**config.mk**
```make
export PLATFORM = sky130hd
export DESIGN_NAME = core_run_ctrl_flat
export DESIGN_NICKNAME = d
export VERILOG_FILES = /design/src/rtl/core_run_ctrl_if.sv /design/src/rtl/core_run_ctrl.sv /design/src/flat_wrapper.sv
export SDC_FILE = /design/constraint.sdc
export NUM_CORES = 1
export LEC_CHECK = 0
export ABC_AREA = 1
export CAP_MARGIN = 20
export CELL_PAD_IN_SITES_DETAIL_PLACEMENT = 0
export CELL_PAD_IN_SITES_GLOBAL_PLACEMENT = 1
export CORE_MARGIN = 3
export CORE_UTILIZATION = 30
export CTS_CLUSTER_SIZE = 24
export DETAILED_ROUTE_END_ITERATION = 8
export GPL_TIMING_DRIVEN = 0
export PLACE_DENSITY = 0.72
export SETUP_SLACK_MARGIN = 0.02
export SYNTH_ARGS = -nofsm -noshare
export SYNTH_HDL_FRONTEND = slang
export SYNTH_SLANG_ARGS = --single-unit
```
**constraint.sdc**
```tcl
create_clock -name clk -period 3.1 [get_ports clk]
set_clock_uncertainty 0.15 [all_clocks]
set_input_delay 0.31 -clock clk [delete_from_list [all_inputs] [get_ports clk]]
set_output_delay 0.31 -clock clk [all_outputs]
set_load 0.01 [all_outputs]
```
**src/rtl/core_run_ctrl_if.sv**
```systemverilog
`default_nettype none
// ============================================================================
// Module   : core_run_ctrl_if
// Brief    : Run-request / PC-monitor / completion-status bundle between the
//            run controller (slave) and the bench or bring-up logic (master).
// Revision : 1.0
// ============================================================================
interface core_run_ctrl_if #(
    parameter int PC_W  = 32,
    parameter int CNT_W = 32
);
    logic             start;
    logic [PC_W-1:0]  PC_in;
    logic             core_rst_n;
    logic             running;
    logic             done;
    logic             halt_ok;
    logic             timeout;
    logic [CNT_W-1:0] cycle_cnt;
    logic [PC_W-1:0]  halt_pc;

    modport master (
        output start,
        output PC_in,
        input  core_rst_n,
        input  running,
        input  done,
        input  halt_ok,
        input  timeout,
        input  cycle_cnt,
        input  halt_pc
    );

    modport slave (
        input  start,
        input  PC_in,
        output core_rst_n,
        output running,
        output done,
        output halt_ok,
        output timeout,
        output cycle_cnt,
        output halt_pc
    );
endinterface
`default_nettype wire

```
**src/rtl/core_run_ctrl.sv**
```systemverilog
`default_nettype none
// ============================================================================
// Module   : core_run_ctrl
// Brief    : Start / reset-hold / run / done sequencer for a core; ends a run
//            on a PC self-loop (halt) or on cycle-budget exhaustion (timeout).
// Revision : 1.0
// ============================================================================
module core_run_ctrl #(
    parameter int PC_W        = 32,
    parameter int CNT_W       = 32,
    parameter int RST_CYCLES  = 4,
    parameter int HALT_REPEAT = 3,
    parameter int MAX_CYCLES  = 300
) (
    input  wire logic     clk,
    input  wire logic     RST,
    core_run_ctrl_if.slave bus
);
    localparam int HOLD_W = (RST_CYCLES > 1) ? $clog2(RST_CYCLES) : 1;
    localparam int SAME_W = $clog2(HALT_REPEAT + 1);

    localparam logic [HOLD_W-1:0] c_HOLD_LAST = HOLD_W'(RST_CYCLES - 1);
    localparam logic [SAME_W-1:0] c_HALT_LAST = SAME_W'(HALT_REPEAT - 1);
    localparam logic [CNT_W-1:0]  c_MAX       = CNT_W'(MAX_CYCLES);

    typedef enum logic [1:0] {
        S_IDLE = 2'd0,
        S_HOLD = 2'd1,
        S_RUN  = 2'd2,
        S_DONE = 2'd3
    } state_t;

    state_t            state_q,      state_d;
    logic [HOLD_W-1:0] hold_cnt_q,   hold_cnt_d;
    logic [CNT_W-1:0]  cycle_cnt_q,  cycle_cnt_d;
    logic [PC_W-1:0]   prev_pc_q,    prev_pc_d;
    logic              prev_valid_q, prev_valid_d;
    logic [SAME_W-1:0] same_cnt_q,   same_cnt_d;
    logic              halt_ok_q,    halt_ok_d;
    logic              timeout_q,    timeout_d;
    logic [PC_W-1:0]   halt_pc_q,    halt_pc_d;
    logic              core_rst_n_q, core_rst_n_d;
    logic              running_q,    running_d;
    logic              done_q,       done_d;

    logic [CNT_W-1:0]  w_cnt_next;
    logic              w_match;

    always_comb begin
        state_d      = state_q;
        hold_cnt_d   = hold_cnt_q;
        cycle_cnt_d  = cycle_cnt_q;
        prev_pc_d    = prev_pc_q;
        prev_valid_d = prev_valid_q;
        same_cnt_d   = same_cnt_q;
        halt_ok_d    = halt_ok_q;
        timeout_d    = timeout_q;
        halt_pc_d    = halt_pc_q;
        w_cnt_next   = cycle_cnt_q + CNT_W'(1);
        w_match      = prev_valid_q && (bus.PC_in == prev_pc_q);

        case (state_q)
            S_IDLE: begin
                if (bus.start) begin
                    state_d    = S_HOLD;
                    hold_cnt_d = '0;
                end
            end
            S_HOLD: begin
                if (hold_cnt_q == c_HOLD_LAST) begin
                    state_d      = S_RUN;
                    cycle_cnt_d  = '0;
                    same_cnt_d   = '0;
                    prev_valid_d = 1'b0;
                end else begin
                    hold_cnt_d = hold_cnt_q + HOLD_W'(1);
                end
            end
            S_RUN: begin
                cycle_cnt_d  = w_cnt_next;
                same_cnt_d   = w_match ? (same_cnt_q + SAME_W'(1)) : '0;
                prev_pc_d    = bus.PC_in;
                prev_valid_d = 1'b1;
                // Halt is tested first so it takes priority on the budget's last cycle.
                if (w_match && (same_cnt_q == c_HALT_LAST)) begin
                    state_d   = S_DONE;
                    halt_ok_d = 1'b1;
                    halt_pc_d = bus.PC_in;
                end else if (w_cnt_next == c_MAX) begin
                    state_d   = S_DONE;
                    timeout_d = 1'b1;
                    halt_pc_d = '0;
                end
            end
            S_DONE: begin
                if (bus.start) begin
                    state_d    = S_HOLD;
                    hold_cnt_d = '0;
                    halt_ok_d  = 1'b0;
                    timeout_d  = 1'b0;
                    halt_pc_d  = '0;
                end
            end
            default: begin
                state_d = S_IDLE;
            end
        endcase

        // Status outputs are registered from the next state so they track it with no comb path.
        running_d    = (state_d == S_RUN);
        done_d       = (state_d == S_DONE);
        core_rst_n_d = (state_d == S_RUN) || (state_d == S_DONE);
    end

    always_ff @(posedge clk) begin
        if (RST) begin
            state_q      <= S_IDLE;
            hold_cnt_q   <= '0;
            cycle_cnt_q  <= '0;
            prev_pc_q    <= '0;
            prev_valid_q <= 1'b0;
            same_cnt_q   <= '0;
            halt_ok_q    <= 1'b0;
            timeout_q    <= 1'b0;
            halt_pc_q    <= '0;
            core_rst_n_q <= 1'b0;
            running_q    <= 1'b0;
            done_q       <= 1'b0;
        end else begin
            state_q      <= state_d;
            hold_cnt_q   <= hold_cnt_d;
            cycle_cnt_q  <= cycle_cnt_d;
            prev_pc_q    <= prev_pc_d;
            prev_valid_q <= prev_valid_d;
            same_cnt_q   <= same_cnt_d;
            halt_ok_q    <= halt_ok_d;
            timeout_q    <= timeout_d;
            halt_pc_q    <= halt_pc_d;
            core_rst_n_q <= core_rst_n_d;
            running_q    <= running_d;
            done_q       <= done_d;
        end
    end

    assign bus.core_rst_n = core_rst_n_q;
    assign bus.running    = running_q;
    assign bus.done       = done_q;
    assign bus.halt_ok    = halt_ok_q;
    assign bus.timeout    = timeout_q;
    assign bus.cycle_cnt  = cycle_cnt_q;
    assign bus.halt_pc    = halt_pc_q;
endmodule
`default_nettype wire

```
**src/flat_wrapper.sv**
```systemverilog
// flat-port wrapper written by rule: the top's interface ports become plain ports
module core_run_ctrl_flat 
#(
    parameter int PC_W        = 32,
    parameter int CNT_W       = 32,
    parameter int RST_CYCLES  = 4,
    parameter int HALT_REPEAT = 3,
    parameter int MAX_CYCLES  = 300
)
  (clk, RST, bus_start, bus_PC_in, bus_core_rst_n, bus_running, bus_done, bus_halt_ok, bus_timeout, bus_cycle_cnt, bus_halt_pc);
  core_run_ctrl_if #(.PC_W(PC_W), .CNT_W(CNT_W)) bus_i ();
  input  wire logic clk;
  input  wire logic RST;
  input wire logic [$bits(bus_i.start)-1:0] bus_start;
  input wire logic [$bits(bus_i.PC_in)-1:0] bus_PC_in;
  output wire logic [$bits(bus_i.core_rst_n)-1:0] bus_core_rst_n;
  output wire logic [$bits(bus_i.running)-1:0] bus_running;
  output wire logic [$bits(bus_i.done)-1:0] bus_done;
  output wire logic [$bits(bus_i.halt_ok)-1:0] bus_halt_ok;
  output wire logic [$bits(bus_i.timeout)-1:0] bus_timeout;
  output wire logic [$bits(bus_i.cycle_cnt)-1:0] bus_cycle_cnt;
  output wire logic [$bits(bus_i.halt_pc)-1:0] bus_halt_pc;
  assign bus_i.start = bus_start;
  assign bus_i.PC_in = bus_PC_in;
  assign bus_core_rst_n = bus_i.core_rst_n;
  assign bus_running = bus_i.running;
  assign bus_done = bus_i.done;
  assign bus_halt_ok = bus_i.halt_ok;
  assign bus_timeout = bus_i.timeout;
  assign bus_cycle_cnt = bus_i.cycle_cnt;
  assign bus_halt_pc = bus_i.halt_pc;
  core_run_ctrl #(.PC_W(PC_W), .CNT_W(CNT_W), .RST_CYCLES(RST_CYCLES), .HALT_REPEAT(HALT_REPEAT), .MAX_CYCLES(MAX_CYCLES)) u_core (.clk(clk), .RST(RST), .bus(bus_i));
endmodule
```
# After elaboration in Yosys (flattened, before gate mapping)

Cells that the tools add are included.

Bits in registers: 108
Input port bits: 35

Reductions and logical operators: 13
Add/subtract/negate cells: 3
Equality and inequality tests: 17
Mux-type cells: 25

Operator list:

| operator                                       | number |
|---|---|
| 2-to-1 mux 32 bit                              | 4 |
| case mux 32 bit (2 select lines)               | 2 |
| adder 32 x 1 -> 32 bit, second input constant  | 1 |
| == test 32 bit                                 | 1 |
| == test 32 x 9 -> 1 bit, second input constant | 1 |
| 2-to-1 mux 2 bit                               | 8 |
| == test 2 bit, second input constant           | 6 |
| AND reduction 3 bit                            | 3 |
| != test 2 x 1 -> 1 bit, second input constant  | 4 |
| case mux 2 bit (2 select lines)                | 2 |
| != test 2 bit, second input constant           | 3 |
| case mux 1 bit (2 select lines)                | 3 |
| case mux 2 bit (3 select lines)                | 1 |
| nonzero test 2 bit                             | 3 |
| 2-to-1 mux 1 bit                               | 5 |
| adder 2 x 1 -> 2 bit, second input constant    | 2 |
| AND reduction 4 bit                            | 1 |
| != test 3 x 1 -> 1 bit, second input constant  | 1 |
| == test 2 x 1 -> 1 bit, second input constant  | 1 |
| logical AND 1 bit                              | 2 |
| logical NOT 2 bit                              | 1 |
| AND reduction 2 bit                            | 1 |
| OR reduction 2 bit                             | 1 |
| logical OR 1 bit                               | 1 |

# Depth between registers and ports, before layout

Gate-level depths: netlist of the first run.

Depth after elaboration: 7
Mapped depth: 18
Mapped depth without buffers: 18

# Worst setup path before layout of the first run

Ideal clock, no wire load.

Kind: flip-flop to flip-flop
Start: register u_core.cycle_cnt_q[1] (netlist: u_core.bus.cycle_cnt[1])
End: register u_core.halt_pc_q[0] (netlist: u_core.bus.halt_pc[0])
Setup slack: 0.661 ns
Buffers on the path: 1
Library setup time: 0.113 ns
Data arrival time: 2.176 ns
Required time: 2.837 ns
Stages on the path, launching flop included: 17
Cells stage by stage: dfxtp_1 > ha_1 > nand2_2 > nor2_4 > nand2_2 > nor2_4 > nand2_1 > nand2_1 > nand2_1 > nor2_1 > nand2_1 > nor2_2 > nand4_4 > nand2_4 > buf_6 > o21a_1 > nor2_1

Longest elaborated chain between the ends: 4

Ends and longest elaborated chain:

| what                             | line                 | text |
|---|---|---|
| start, declared                  | core_run_ctrl.sv:35  | `logic [CNT_W-1:0] cycle_cnt_q, cycle_cnt_d;` |
| start signal, assigned           | core_run_ctrl.sv:132 | `cycle_cnt_q <= cycle_cnt_d;` |
| adder 32 x 1 -> 32 bit           | core_run_ctrl.sv:59  | `w_cnt_next = cycle_cnt_q + CNT_W'(1);` |
| == test 32 x 9 -> 1 bit          | core_run_ctrl.sv:89  | `end else if (w_cnt_next == c_MAX) begin` |
| != test 3 x 1 -> 1 bit (no line) | --                   |  |
| AND reduction 3 bit (no line)    | --                   |  |
| end signal, assigned             | core_run_ctrl.sv:138 | `halt_pc_q <= halt_pc_d;` |
| end, declared                    | core_run_ctrl.sv:41  | `logic [PC_W-1:0] halt_pc_q, halt_pc_d;` |

No other way between the ends.
A chain may end at the register's enable or synchronous reset.

# Final worst setup path of the first run

Start: register u_core.cycle_cnt_q[1] (netlist: u_core.bus.cycle_cnt[1])
End: register u_core.halt_pc_q[20] (netlist: u_core.bus.halt_pc[20])

Same word-level chain as after synthesis.

==> flow_summary_export.csv, run 1 <==
group,metric,value,unit
outcome,status,"completed",
timing,fmax,355,MHz
power_and_ir_drop,peakVddDrop,414,µV
routing,dr.max_layer_used,"met4",
die,die_y,148,µm
grt,grt_max_degree,23,
finish,final_util,39.4,%
die,core,0.0196,mm²
routing,post_drt_wl_per_cell,14.5,µm
routing,ant_nets,0,
yosys,yosysWarnings,0,
finish,fin_nets,1082,
critical_path,cp-end-kind,"flip-flop",
yosys,synthDistinctLibCells,34,
critical_path,critPathMaxFanout,10,
finish,drive_gt1_share,5.74,%
place,hpwlAfterDp,14.6,mm
routing,wl_met1,9.15,mm
yosys,syn_area_per_cell,6.50,µm²
power_and_ir_drop,p_leak,3.01,nW
yosys,ys_ff_latch,108,
yosys,synth_area,0.00602,mm²
power_and_ir_drop,powerDensity,645,mW/mm²
die,chipWidth,148,µm
timing,rsz0062_at_grt,"false",
die,dieArea,0.0218,mm²
die,start_util,30.7,%
timing,setup_violations,0,
timing,hold_viol,0,
routing,drt_first_iter_violations,350,
timing,worst_pin_slew,628,ps
yosys,ys_seq_area_share,35.9,%
finish,n_fill_cell,2167,
grt,overflow,0,
grt,grt_pass1_wl,30.5,mm
routing,dr_wl_met3,698,µm
finish,syn_to_final_growth,28.4,%
clocking,clk_pin_slew_worst_paths,90,ps
finish,num_antenna_cells,0,
grt,grt_pass1_vias,5801,
timing,finalSetupTns,0,ps
routing,drc,0,
place,portBuffers,103,
clocking,cts_root_buf,"clkbuf_16",
min_path,hp-class,"flip-flop to flip-flop",
routing,vias,6101,
flow_run,max_cap_viol_count,0,
routing,wl_met2,8.95,mm
timing,relSlewSlack,58.1,%
grt,track_usage,17.5,%
place,place.gp.congestion,0.800,
yosys,syn_nets,968,
clocking,post_cts_buffers,0,
critical_path,required,3200,ps
routing,drt_wl_total,19.1,mm
clocking,clock_latency,370,ps
yosys,syn-instance-count,926,
critical_path,arrival,2920,ps
die,pin_count,104,
critical_path,cp-start-kind,"flip-flop",
clocking,cts_tree,"built",
clocking,h-tree-depth,3,
clocking,cts_hold_buffers,0,
timing,post-route-period-util,90.9,%
timing,slew_violations,0,
grt,antenna_found_initial,0,
timing,period_needed,2820,ps
die,fp-row-count,51,
critical_path,path_class,"flip-flop to flip-flop",
routing,vias_per_cell,4.66,
clocking,numCtsBuffers,9,
routing,first_pass_iters,5,
clocking,cts.sinks,108,
clocking,cts_max_path_buffers,2,
[worst max-delay path, cell delays in order, from the launching register on]
cell     delay [ps]
dfxtp_1         470
ha_4            220
nand2_2          90
nor2_4          150
nand2_2         120
nor2_4          190
nand2_1          70
nand2_1          60
nand2_1          80
nor2_1          110
nand2_1          90
nor2_2          180
nand4_4         150
buf_2           240
a22oi_1         270
nor2_1           90
[where the power goes]
part | leakage [nW] | internal, W | switching (W)
sequential | 0.878 | 0.00172 | 0.000191
clock | 0.153 | 0.000586 | 0.000650
combinational | 1.98 | 0.000829 | 0.00102
total | 3.01 | 0.00313 | 0.00186
[Yosys cell counts]
cell,instances,area [µm²]
o21ai_0,42,210
nand2_4,2,22.5
clkbuf_1,26,97.6
inv_2,2,7.51
nor3b_1,2,15.0
nand4_1,15,93.8
o21a_1,20,150
nand3b_1,14,105
o211ai_1,1,7.51
ha_1,7,87.6
a22oi_1,13,97.6
nor2_1,148,556
or2_2,6,37.5
dfxtp_1,108,2160
nor2_2,4,25.0
a21oi_1,63,315
o2111ai_1,1,8.76
buf_6,5,56.3
nor3_1,6,30.0
or2_1,1,6.26
buf_1,2,7.51
xnor2_1,8,70.1
nor2_4,8,90.1
buf_2,2,10.0
and2_1,2,12.5
inv_1,81,304
nand3_1,30,150
nand4_4,1,21.3
a32oi_1,1,8.76
clkinv_1,1,3.75
nand2_2,5,31.3
xor2_1,10,87.6
nand2_1,253,950
o21ai_1,36,180
[registers in the layout, summed over array words and instances, names as in the netlist]
register,cells
u_core.prev_pc_q,32
u_core.bus.halt_pc,32
u_core.bus.done,1
u_core.hold_cnt_q,2
u_core.state_q,2
u_core.bus.halt_ok,1
u_core.same_cnt_q,2
u_core.bus.cycle_cnt,32
u_core.prev_valid_q,1
u_core.bus.timeout,1
u_core.bus.core_rst_n,1
u_core.bus.running,1
[cell usage in the layout (no fill, tap or decap), drive strengths merged, types with 2 or more instances in the layout]
cell           instances
and2                   2
nor3b                  2
o21ai                 78
clkinv                 4
or2                    7
clkdlybuf4s50        103
ha                     7
a22oi                 13
clkbuf                35
nand3                 30
nand2                260
xor2                  10
nor2                 160
buf                    9
a21oi                 63
nand3b                14
o21a                  20
xnor2                  8
dfxtp                108
nand4                 16
inv                   87
nor3                   6
[final timing paths]
path                                               to  slack (ps)                                 start  cells after the start
hold reg to reg     u_core.hold_cnt_q[1]$_SDFFE_PP0P_         320     u_core.hold_cnt_q[1]$_SDFFE_PP0P_                      2
setup reg to reg  u_core.bus.halt_pc[20]$_SDFFE_PP0P_         280  u_core.bus.cycle_cnt[1]$_SDFFE_PP0P_                     15
hold / removal      u_core.hold_cnt_q[1]$_SDFFE_PP0P_         320     u_core.hold_cnt_q[1]$_SDFFE_PP0P_                      2
setup / recovery  u_core.bus.halt_pc[20]$_SDFFE_PP0P_         280  u_core.bus.cycle_cnt[1]$_SDFFE_PP0P_                     15
[logic make-up after synthesis]
| family | synth area share, % |
|---|---|
| buffers and inverters | 8.09 |
| XOR/XNOR | 2.62 |
| AO/OA/AOI/OAI | 16.3 |
| adder cells (fa/ha/maj) | 1.46 |
| AND/OR/NAND/NOR | 35.7 |
| flip-flops | 35.9 |
[routing by layer]
metal | global-route usage (%) | vias up
met2 | 29.6 | 113
met5 | 0 | -
met1 | 23.3 | 2756
met4 | 5.03 | 0
li1 | - | 3214
met3 | 2.58 | 18
[cell type report]
type                       count  area, µm²  area share, %
multi-input combinational    699       3390           43.9
sequential                   108       2160           28.0
timing repair buffer         103       1030           13.3
tap                          265        332           4.29
inverter                      84        315           4.08
clock buffer                   9        225           2.92
buffer                        35        175           2.27
clock inverter                 7       88.8           1.15
[repair_timing]
item	in CTS	in global routing
endpoints found under the setup margin	0	62
resized for setup	0	13
hold endpoints to repair	0	0
[through the flow]
stage / area [µm²] / total power, W / cells / setup WS (ps) / hold slack (ps)
CTS: 7690 / 0.00504 / 1310 / 21.0 / 322
floorplan: 6020 / 0.00304 / 926 / 661 / 293
finish: 7720 / 0.00499 / 1310 / 281 / 319
detailed placement: 7380 / 0.00379 / 1294 / 55.7 / 309
global route: 7720 / 0.00534 / 1310 / 24.7 / 341
global placement: 7380 / 0.00379 / 1294 / 43.4 / 303
Note: power is estimated with default switching activity, not from simulation.
==> run 2: changes to the inputs <==
--- a/config.mk
+++ b/config.mk
@@ -9,13 +9,15 @@
 export CAP_MARGIN = 20
 export CELL_PAD_IN_SITES_DETAIL_PLACEMENT = 0
 export CELL_PAD_IN_SITES_GLOBAL_PLACEMENT = 1
-export CORE_MARGIN = 3
+export CORE_MARGIN = 2
 export CORE_UTILIZATION = 30
 export CTS_CLUSTER_SIZE = 24
 export DETAILED_ROUTE_END_ITERATION = 8
+export DONT_BUFFER_PORTS = 1
 export GPL_TIMING_DRIVEN = 0
-export PLACE_DENSITY = 0.72
+export PLACE_DENSITY = 0.62
 export SETUP_SLACK_MARGIN = 0.02
+export SLEW_MARGIN = 20
 export SYNTH_ARGS = -nofsm -noshare
 export SYNTH_HDL_FRONTEND = slang
 export SYNTH_SLANG_ARGS = --single-unit
==> run 2 against run 1 <==
Net effect:
- die area down 2.7%
- sequential cell count stayed put
- register-to-register slack worse by 40 ps
- global-route usage increased by 0.34 points
- highest routed layer unchanged
- largest cell class unchanged
- sequential share of layout area is 3.4 points higher
- utilization fell by 4.2 points
- combinational power down 26%
- critical path depth shrank 1
==> flow_summary_export.csv, run 2 (same netlist as run 1, synthesis figures left out) <==
group,metric,value,unit
outcome,status,"completed",
routing,post_drt_wl_per_cell,15.4,µm
place,place.gp.congestion,0.828,
timing,relSlewSlack,57.5,%
critical_path,cp-start-kind,"flip-flop",
power_and_ir_drop,combinationalPowerShare,30.0,%
timing,period_needed,2860,ps
clocking,clock_latency,360,ps
power_and_ir_drop,powerDensity,663,mW/mm²
die,die_y,146,µm
grt,grt_max_degree,20,
grt,overflow,0,
finish,stdcell_count,1231,
grt,grt_pass1_wl,30.2,mm
finish,fin_nets,1003,
timing,hold_viol,0,
timing,rsz0062_at_grt,"false",
routing,drt_wl_total,18.9,mm
die,pin_count,104,
die,start_util,30.7,%
die,core,0.0196,mm²
routing,vias_per_cell,4.70,
power_and_ir_drop,sw_frac_of_total,38.0,%
finish,layout_common_cells,"253 x nand2_1, 146 x nor2_1, 105 x dfxtp_1",
clocking,h-tree-depth,3,
finish,syn_to_final_growth,14.6,%
critical_path,critPathMaxFanout,10,
timing,setup_violations,0,
finish,multiInputGateArea,0.00338,mm²
grt,track_usage,17.9,%
routing,drt_first_iter_violations,255,
critical_path,path_class,"flip-flop to flip-flop",
power_and_ir_drop,switching_power,0.00174,W
die,fp-row-count,51,
routing,vias,5781,
routing,drc,0,
critical_path,required,3210,ps
critical_path,cpMaxStageDelayCell,"dfxtp_2",
timing,worst_pin_slew,633,ps
finish,n_fill_cell,2262,
place,place_area,0.00635,mm²
place,portBuffers,0,
timing,post-route-period-util,92.4,%
clocking,cts.sinks,108,
grt,grt_pass1_vias,5579,
place,hpwlAfterDp,14.5,mm
clocking,cts_max_path_buffers,2,
critical_path,arrival,2970,ps
power_and_ir_drop,power_frac_seq,44.0,%
timing,fmax,349,MHz
critical_path,cpLargestDelayFamily,"simple AND/OR/NAND/NOR gates",
critical_path,crit_path_max_incr_delay,420,ps
clocking,numCtsBuffers,9,
finish,register_area,0.00217,mm²
min_path,hp-class,"input pin to flip-flop",
finish,drive_gt1_share,6.31,%
clocking,cts_tree,"built",
finish,num_antenna_cells,0,
critical_path,crit_chain,"ha_2, nand3_1, nor2_1, nand3_1, nand2_1, nand2_1, nor2_1, nand3_1, nor2_2, nand4_4, nand2_4, buf_6, o21a_1, nor2_1",
power_and_ir_drop,p_int,0.00284,W
routing,first_pass_iters,4,
power_and_ir_drop,p_leak,2.73,nW
clocking,cts_root_buf,"clkbuf_16",
critical_path,cp-end-kind,"flip-flop",
die,chipWidth,146,µm
power_and_ir_drop,power_frac_clock,25.9,%
flow_run,max_cap_viol_count,0,
timing,slew_violations,0,
finish,final_common_cell,"nand2_1",
routing,ant_nets,0,
finish,final_cell_area,0.00690,mm²
place,dp.cells,1191,
power_and_ir_drop,peakVddDrop,333,µV
critical_path,crit_buf_inv,1,
die,dieArea,0.0212,mm²
clocking,clk_pin_slew_worst_paths,80,ps
grt,antenna_found_initial,0,
run 2: cell types whose count changed in the layout (fill, tap and decap cells not counted), sizes merged:
cell	delta
clkbuf	+1
clkdlybuf4s50	-103
clkinv	-3
clkinvlp	+2
dlygate4sd3	+24
run 2: final timing paths:
kind / startpoint / to / slack [ps] / cells after the start
max: u_core.bus.cycle_cnt[1]$_SDFFE_PP0P_ / u_core.bus.halt_pc[15]$_SDFFE_PP0P_ / 240 / 14
min: bus_PC_in[14] / u_core.bus.halt_pc[14]$_SDFFE_PP0P_ / 7 / 2
max reg2reg: u_core.bus.cycle_cnt[1]$_SDFFE_PP0P_ / u_core.bus.halt_pc[15]$_SDFFE_PP0P_ / 240 / 14
min reg2reg: u_core.hold_cnt_q[1]$_SDFFE_PP0P_ / u_core.hold_cnt_q[1]$_SDFFE_PP0P_ / 320 / 2
run 2: routing by layer:
layer  vias up  part of all wire (%)  GRT usage, %
li1       3057                     -             -
met2       116                    48          30.8
met5         -                     0             0
met4         0                   1.6          5.29
met3        15                   5.3          4.20
met1      2593                    46          22.2
run 2: timing repair:
action | CTS | global route
buffers inserted | 0 | 0
endpoints found under the hold margin | 35 | 0
endpoints found under the setup margin | 4 | 62
cloned | 0 | 0
hold buffers | 24 | 0
resized for setup | 1 | 11
run 2: worst reg2reg max path: stages (launching register included):
cell and delay (ps):
dfxtp_2 420, ha_2 280, nand3_1 180, nor2_1 200, nand3_1 120, nand2_1 70
nand2_1 80, nor2_1 150, nand3_1 100, nor2_2 260, nand4_4 210, nand2_4 190
buf_6 170, o21a_1 130, nor2_1 50
run 2: power by group through the flow:
| stage | clock, W | combinational, W | sequential (W) |
|---|---|---|---|
| 2_1_floorplan | 0 | 0.00105 | 0.00199 |
| 3_3_place_gp | 0 | 0.00135 | 0.00205 |
| 3_5_place_dp | 0 | 0.00136 | 0.00205 |
| 4_1_cts | 0.00123 | 0.00140 | 0.00202 |
| 5_1_grt | 0.00128 | 0.00157 | 0.00206 |
| 6_report | 0.00119 | 0.00137 | 0.00202 |
run 2: layout make-up:
class,instances,share of cell area [%]
Sequential cell,108,31.4
Timing Repair Buffer,24,3.48
Multi-Input combinational cell,699,48.9
Clock buffer,10,3.46
Inverter,84,4.57
Tap cell,265,4.81
Clock inverter,6,0.798
Buffer,35,2.54
run 2: per-stage QoR:
stage                     util (%)  power, W  hold slack, ps  setup TNS [ps]  setup slack [ps]
final                         35.2   0.00458            7.43               0               237
after global routing          35.2   0.00492            15.0               0              37.1
after CTS                     35.1   0.00464            1.03               0              19.7
after detailed placement      32.4   0.00341             305           -16.1             -10.2
after global placement        32.4   0.00340             297           -80.4             -39.1
after floorplan                  -   0.00304             293               0               661
